===== config.mk =====
export PLATFORM = sky130hd
export DESIGN_NAME = seq_serializer
export DESIGN_NICKNAME = d
export VERILOG_FILES = /design/src/rtl/seq_serializer.sv
export SDC_FILE = /design/constraint.sdc
export NUM_CORES = 1
export LEC_CHECK = 0
export CORE_UTILIZATION = 60
export CTS_CLUSTER_DIAMETER = 100
export DETAILED_ROUTE_END_ITERATION = 10
export DONT_BUFFER_PORTS = 1
export PLACE_DENSITY = 0.76
export SLEW_MARGIN = 20
export SYNTH_ARGS = -nofsm -noshare
export SYNTH_HDL_FRONTEND = slang
export SYNTH_SLANG_ARGS = --single-unit

===== constraint.sdc =====
create_clock -name clk -period 2.3 [get_ports clk]
set_input_delay 0.69 -clock clk [delete_from_list [all_inputs] [get_ports clk]]
set_output_delay 0.69 -clock clk [all_outputs]
set_load 0.1 [all_outputs]

===== src/rtl/seq_serializer.sv =====
// Parallel-to-serial frame shifter, MSB first, feeding the sequence detector.
// Optional even-parity trailer bit when SEQ_SER_PARITY_EN is defined.
module seq_serializer #(
    parameter int DATA_WIDTH = 9,
    parameter int LEN_WIDTH  = 4
) (
    input  logic                  clk,
    input  logic                  rst,
    input  logic [DATA_WIDTH-1:0] din,
    input  logic [LEN_WIDTH-1:0]  din_len,
    input  logic                  din_valid,
    output logic                  din_ready,
    output logic                  seq_out,
    output logic                  seq_vld,
    output logic                  done
);

`ifdef SEQ_SER_PARITY_EN
    localparam int PW = 1;
`else
    localparam int PW = 0;
`endif
    localparam int SW = DATA_WIDTH + PW;
    localparam int CW = $clog2(SW + 1);

    typedef enum logic {
        IDLE  = 1'b0,
        SHIFT = 1'b1
    } state_t;

    state_t          r_state;
    state_t          w_nx_state;
    logic [CW-1:0]   r_cnt;
    logic [CW-1:0]   w_nx_cnt;
    logic [CW-1:0]   w_len;
    logic [CW-1:0]   w_load_cnt;
    logic [SW-1:0]   r_shift;
    logic [SW-1:0]   w_nx_shift;
    logic [SW-1:0]   w_frame;
    logic [SW-1:0]   w_load;
    logic            r_done;
    logic            w_nx_done;
    logic            w_last;
    logic            w_ready;
    logic            w_accept;
    logic            w_nonzero;

    always_comb begin
        if (din_len > LEN_WIDTH'(DATA_WIDTH)) begin
            w_len = CW'(DATA_WIDTH);
        end else begin
            w_len = CW'(din_len);
        end
    end

`ifdef SEQ_SER_PARITY_EN
    logic [DATA_WIDTH-1:0] w_mask;

    always_comb begin
        w_mask = '0;
        for (int i = 0; i < DATA_WIDTH; i++) begin
            w_mask[i] = (i < int'(w_len));
        end
    end

    assign w_frame = {din, ^(din & w_mask)};
`else
    assign w_frame = din;
`endif

    // Left-align the frame so its first bit sits at the shifter MSB;
    // bits above din_len-1 fall off the top.
    assign w_load     = w_frame << (CW'(DATA_WIDTH) - w_len);
    assign w_load_cnt = w_len + CW'(PW);
    assign w_nonzero  = (w_len != '0);

    assign w_last    = (r_cnt == CW'(1));
    assign w_ready   = ~rst & ((r_state == IDLE) | w_last);
    assign w_accept  = din_valid & w_ready;
    assign din_ready = w_ready;

    always_comb begin
        w_nx_state = r_state;
        w_nx_cnt   = r_cnt;
        w_nx_shift = r_shift << 1;
        unique case (r_state)
            IDLE: begin
                if (w_accept && w_nonzero) begin
                    w_nx_state = SHIFT;
                    w_nx_cnt   = w_load_cnt;
                    w_nx_shift = w_load;
                end
            end
            SHIFT: begin
                if (w_last) begin
                    if (w_accept && w_nonzero) begin
                        w_nx_cnt   = w_load_cnt;
                        w_nx_shift = w_load;
                    end else begin
                        w_nx_state = IDLE;
                        w_nx_cnt   = '0;
                        w_nx_shift = '0;
                    end
                end else begin
                    w_nx_cnt = r_cnt - CW'(1);
                end
            end
            default: begin
                w_nx_state = IDLE;
                w_nx_cnt   = '0;
                w_nx_shift = '0;
            end
        endcase
        w_nx_done = (w_nx_state == SHIFT) && (w_nx_cnt == CW'(1));
    end

    always_ff @(posedge clk or posedge rst) begin
        if (rst) begin
            r_state <= IDLE;
            r_cnt   <= '0;
            r_shift <= '0;
            r_done  <= 1'b0;
        end else begin
            r_state <= w_nx_state;
            r_cnt   <= w_nx_cnt;
            r_shift <= w_nx_shift;
            r_done  <= w_nx_done;
        end
    end

    // Shifter is zero whenever no frame is in flight, so its MSB is 0 then.
    assign seq_out = r_shift[SW-1];
    assign seq_vld = (r_state == SHIFT);
    assign done    = r_done;

endmodule


---- Yosys cells after proc, flatten, opt, wreduce, memory -nomap -nowiden ----
Index checks and enable logic that the tools add are counted.
storage, ports and cells
  register bits ........................... 15
  output and inout port bits .............. 4
  word-level logic and storage cells ...... 30
cells by class
  add/sub/neg operators ................... 2
  $lt $le $gt $ge ......................... 1
  eq/ne operators ......................... 2
  shift-type cells ........................ 1
  multiplexer cells ....................... 12
  bitwise operators ....................... 5
  reductions and logical operators ........ 3
operators by type and width
  operator                                           count
  two-way mux 9 bit                                  3
  case mux 9 bit (2 select lines)                    1
  two-way mux 4 bit                                  4
  << shifter 9 x 4 -> 9 bit                          1
  == test 4 x 1 -> 1 bit (second input constant)     2
  case mux 4 bit (2 select lines)                    1
  > comparator 4 bit (second input constant)         1
  nonzero test 4 bit                                 1
  subtractor 4 x 1 -> 4 bit (second input constant)  1
  subtractor 4 bit (first input constant)            1
  AND 1 bit                                          2
  logical AND 1 bit                                  2
  two-way mux 1 bit                                  2
  inverter 1 bit                                     2
  case mux 1 bit (2 select lines)                    1
  bitwise OR 1 bit                                   1

---- Logic depth before layout (Yosys ltp) ----
  word-level depth ........................ 10
  depth in mapped cells ................... 9
  gate-level depth less buffers ........... 8

---- Least setup slack after synthesis ----
No wires, ideal clock.
  path type ............................... flip-flop to output port
  start point ............................. register r_state, in the netlist seq_vld
  end point ............................... output din_ready
  arrival time ............................ 2.348 ns
  slack ................................... -0.738 ns
  cell stages (with the launch flop) ...... 3
  cells stage by stage .................... dfrtp_1 > o21a_1 > nor2_1
on the way
  longest elaborated chain between the ends .. 3
ends and longest elaborated chain
  item                      RTL line  source
  start: declaration        31        state_t r_state;
  start signal: assignment  124       r_state <= w_nx_state;
  inverter 1 bit            --
  bitwise OR 1 bit          78        assign w_ready = ~rst & ((r_state == IDLE) | w_last);
  AND 1 bit                 78
  end: declaration          12        output logic din_ready,
Every way passes these cells.

---- Worst setup path after layout ----
  start point ............................. register r_cnt[1]
  end point ............................... output din_ready
on the way
  longest elaborated chain between the ends .. 3
ends and longest elaborated chain
  item                      RTL line  source
  start: declaration        33        logic [CW-1:0] r_cnt;
  start signal: assignment  125       r_cnt <= w_nx_cnt;
  == test 4 x 1 -> 1 bit    77        assign w_last = (r_cnt == CW'(1));
  bitwise OR 1 bit          78
  AND 1 bit                 78
Every way passes these cells.

==> summary.md <==
| Metric | Value |
|---|---|
| YS warnings | `0` |
| Crit end category | `output port` |
| Post-route DRC | `0` |
| Io pins | `20` |
| Kind of critical path | `reg2out` |
| Crit-path max cell delay | `0.41 ns` |
| Number of global-route vias before repair | `901` |
| Num CTS Buffers | `3` |
| Internal cell power | `686 µW` |
| Die height | `45.4 µm` |
| Port buffer count | `0` |
| Post-Synthesis Cells | `122` |
| Max_cap viols | `0` |
| Worst R2R Path Depth | `8` |
| Synth area leaders | `dfrtp_1, mux2i_1, nand2_1, ha_1, a22o_1` |
| Clock network power share | `10.7%` |
| Routed WL | `2.40 mm` |
| Setup TNS | `0 ns` |
| # clock sinks | `15` |
| Vias/cell | `6.12` |
| NumNets Final | `roughly 150` |
| Clock slew at reported path FFs | `~0.09 ns` |
| CP Buf/Inv Count | `2` |
| Startpoint Class | `flop` |
| First-pass GRT wire length | `4.04 mm` |
| CP max FO | `3` |
| Leak pwr | `0.553 nW` |
| Status | `finished, final reports clean` |
| Switching share of total power | `about half` |
| Starting Density | `64.7%` |
| Final hold slack | `around 0.33 ns` |
| Placer Congestion | `0.826` |
| # fillers | `137` |
| HP Class | `in2async` |
| Slew HR | `64.2%` |
| Clock buffer depth | `2` |
| CP required | `roughly 1.6 ns` |
| GR Overflow Total | `0` |
| Final setup violation count | `0` |
| Largest net degree at the start of global routing | `17` |
| Pins over their slew limit | `0` |
| Core area | `~0.0017 mm²` |
| Tot Pwr | `1.35 mW` |
| Post-DR wirelength/cell | `15.3 µm` |
| Die Area | `about 0.0021 mm²` |
| Min Tclk post-route | `2.20 ns` |
| Crit path cell chain | `inv_2 -> ha_2 -> nand2b_1 -> o21a_1 -> nor2_4 -> buf_12` |
| Sw power | `663 µW` |
| Die Wd | `45.4 µm` |
| Clk Latency, worst-skew pair | `0.28 ns` |
| Reg2reg end | `r_shift[0]` |
| Top_reg_cell synth | `dfrtp_1` |
| Syn_nets | `141` |
| Gr usage total | `about 27%` |
| RSZ-0062 raised after global routing | `false` |
| Via Count | `961` |
| Synth async-reset ratio | `100%` |
| Flop-to-flop setup slack | `0.35 ns` |
| Routed Antenna Nets | `0` |
| Share of cells above drive strength 1 | `between 10% and 20%` |
| Cell family with most CP delay | `flip-flops` |
| Area growth from synthesis to layout | `11.4%` |
| Critical path arrival | `1.51 ns` |
| Pre-CTS WS | `about 0.27 ns` |
| CTS H-tree depth | `1` |
| Area of the mapped netlist | `0.00113 mm²` |
| Sequential-to-total area share from yosys stat | `33.3%` |
| FP Rows | `15` |
| Clock skew | `between 0.006 and 0.007 ns` |
| Critical path's slowest cell | `dfrtp_1` |
| Period utilization | `95.6%` |
| Ant diodes | `0` |
| Sequential share of power | `31.3%` |
| Worst flop-to-flop path startpoint | `r_cnt[1]` |
| Initial DRC count | `42` |
| Netlist cell types | `43` |
| Synth top area share | `between 30% and 40%` |
| Initial antenna violation count | `0` |
| Peak supply drop | `0.000877 V` |
| Combinational fraction of design power | `58.1%` |
| Root buf cell | `clkbuf_4` |
| Least-Margin Pin Slew | `0.536 ns` |
| Cell Pwr Density | `between 1000 and 1500 mW/mm²` |
| First-pass detailed-route iteration total | `5` |
| Post-cts hold buffer count | `0` |
| Fmax | `~0.45 GHz` |
| Post-synth EDFFs | `0` |
| Mean Syn Cell Area | `9.25 µm²` |
| Post-synthesis register bit count | `15` |
| Cell accounting for the most synthesized area | `dfrtp_1` |
| Hpwl dp | `roughly 1.9 mm` |
| TritonCTS clock tree | `done` |
| Setup ws final | `0.100 ns` |
| Count of final hold-check violations | `0` |
| Post-synth top cells | `dfrtp_1, nand2_1, inv_1` |
## worst register-to-register path: cells and delay by family (launching register included)
family	cells	cell delay (ns)
AOI/OAI and AO/OA	1	0.33
and+or+nand+nor	4	0.77
adders and majority gates	1	0.17
DFF	1	0.41
buffers and inverters	2	0.22
## logic make-up after synthesis
logic type      Yosys count  share of synthesized area, %
simple gates             48                          24.5
compound gates           36                          26.4
flops                    15                          33.3
buf+inv                  11                          4.55
mux                       8                          7.21
fa+ha+maj                 3                          3.33
xor+xnor                  1                         0.776
## registers in the layout (all words and copies together), names as in the netlist
name and flops:
done 1, r_cnt 4, r_shift 9, seq_vld 1
## layer usage
metal	GRT usage (%)	routed length, µm
met5	0	0
met4	9.09	0
met3	3.57	110
met2	40.0	1100
met1	40.3	1190
## placed cells by master (no fill, tap or decap), drive strengths merged, types with 3 or more instances in the layout
| master | n |
|---|---|
| nand2 | 16 |
| dfrtp | 15 |
| buf | 9 |
| inv | 8 |
| mux2i | 7 |
| o21ai | 7 |
| nand3 | 5 |
| nor2 | 5 |
| nor3 | 5 |
| o221ai | 4 |
| a22o | 4 |
| nand2b | 3 |
| nor2b | 3 |
| clkbuf | 3 |
| and2 | 3 |
| a21oi | 3 |
| ha | 3 |
## area by class of cell
cell class / count / area, µm² / area share, %
Clock inverter: 1 / 5.00 / 0.398
Sequential cell: 15 / 377 / 30.0
Clock buffer: 3 / 22.5 / 1.79
Inverter: 8 / 30.0 / 2.39
Timing Repair Buffer: 9 / 80.1 / 6.37
Multi-Input combinational cell: 96 / 712 / 56.6
Tap cell: 25 / 31.3 / 2.49
## stage by stage
step | cell area [µm²] | instances | util, %
3_3_place_gp | 1210 | 151 | 69.4
4_1_cts | 1250 | 156 | 71.4
5_1_grt | 1260 | 157 | 72.0
6_report | 1260 | 157 | 72.0
3_5_place_dp | 1210 | 151 | 69.4
2_1_floorplan | 1140 | 122 | -
## worst max path at each step
stage                 endpoint  depth (start not counted)  slack [ns]  startpoint
finish               din_ready                          6        0.10    r_cnt[1]
global route         din_ready                          6        0.01    r_cnt[1]
CTS                  din_ready                          6        0.05    r_cnt[1]
detailed placement  r_shift[8]                          6        0.27  din_len[3]
global placement    r_shift[8]                          6        0.26  din_len[3]
floorplan            din_ready                          2       0.008     seq_vld
## power by group through the flow
| stage | Clock [mW] | Combinational (mW) | Sequential, mW |
|---|---|---|---|
| after global routing | 0.157 | 0.846 | 0.429 |
| after global placement | 0 | 0.734 | 0.419 |
| final | 0.144 | 0.783 | 0.422 |
| after detailed placement | 0 | 0.753 | 0.418 |
| after floorplan | 0 | 0.456 | 0.556 |
| after CTS | 0.148 | 0.766 | 0.416 |
## timing repair
item / in CTS / in global routing
gates resized for setup: 0 / 3
endpoints found under the setup margin: 1 / 1
setup buffers: 1 / 1
pin swaps: 1 / 1
Note: power is estimated with default switching activity, not from simulation.
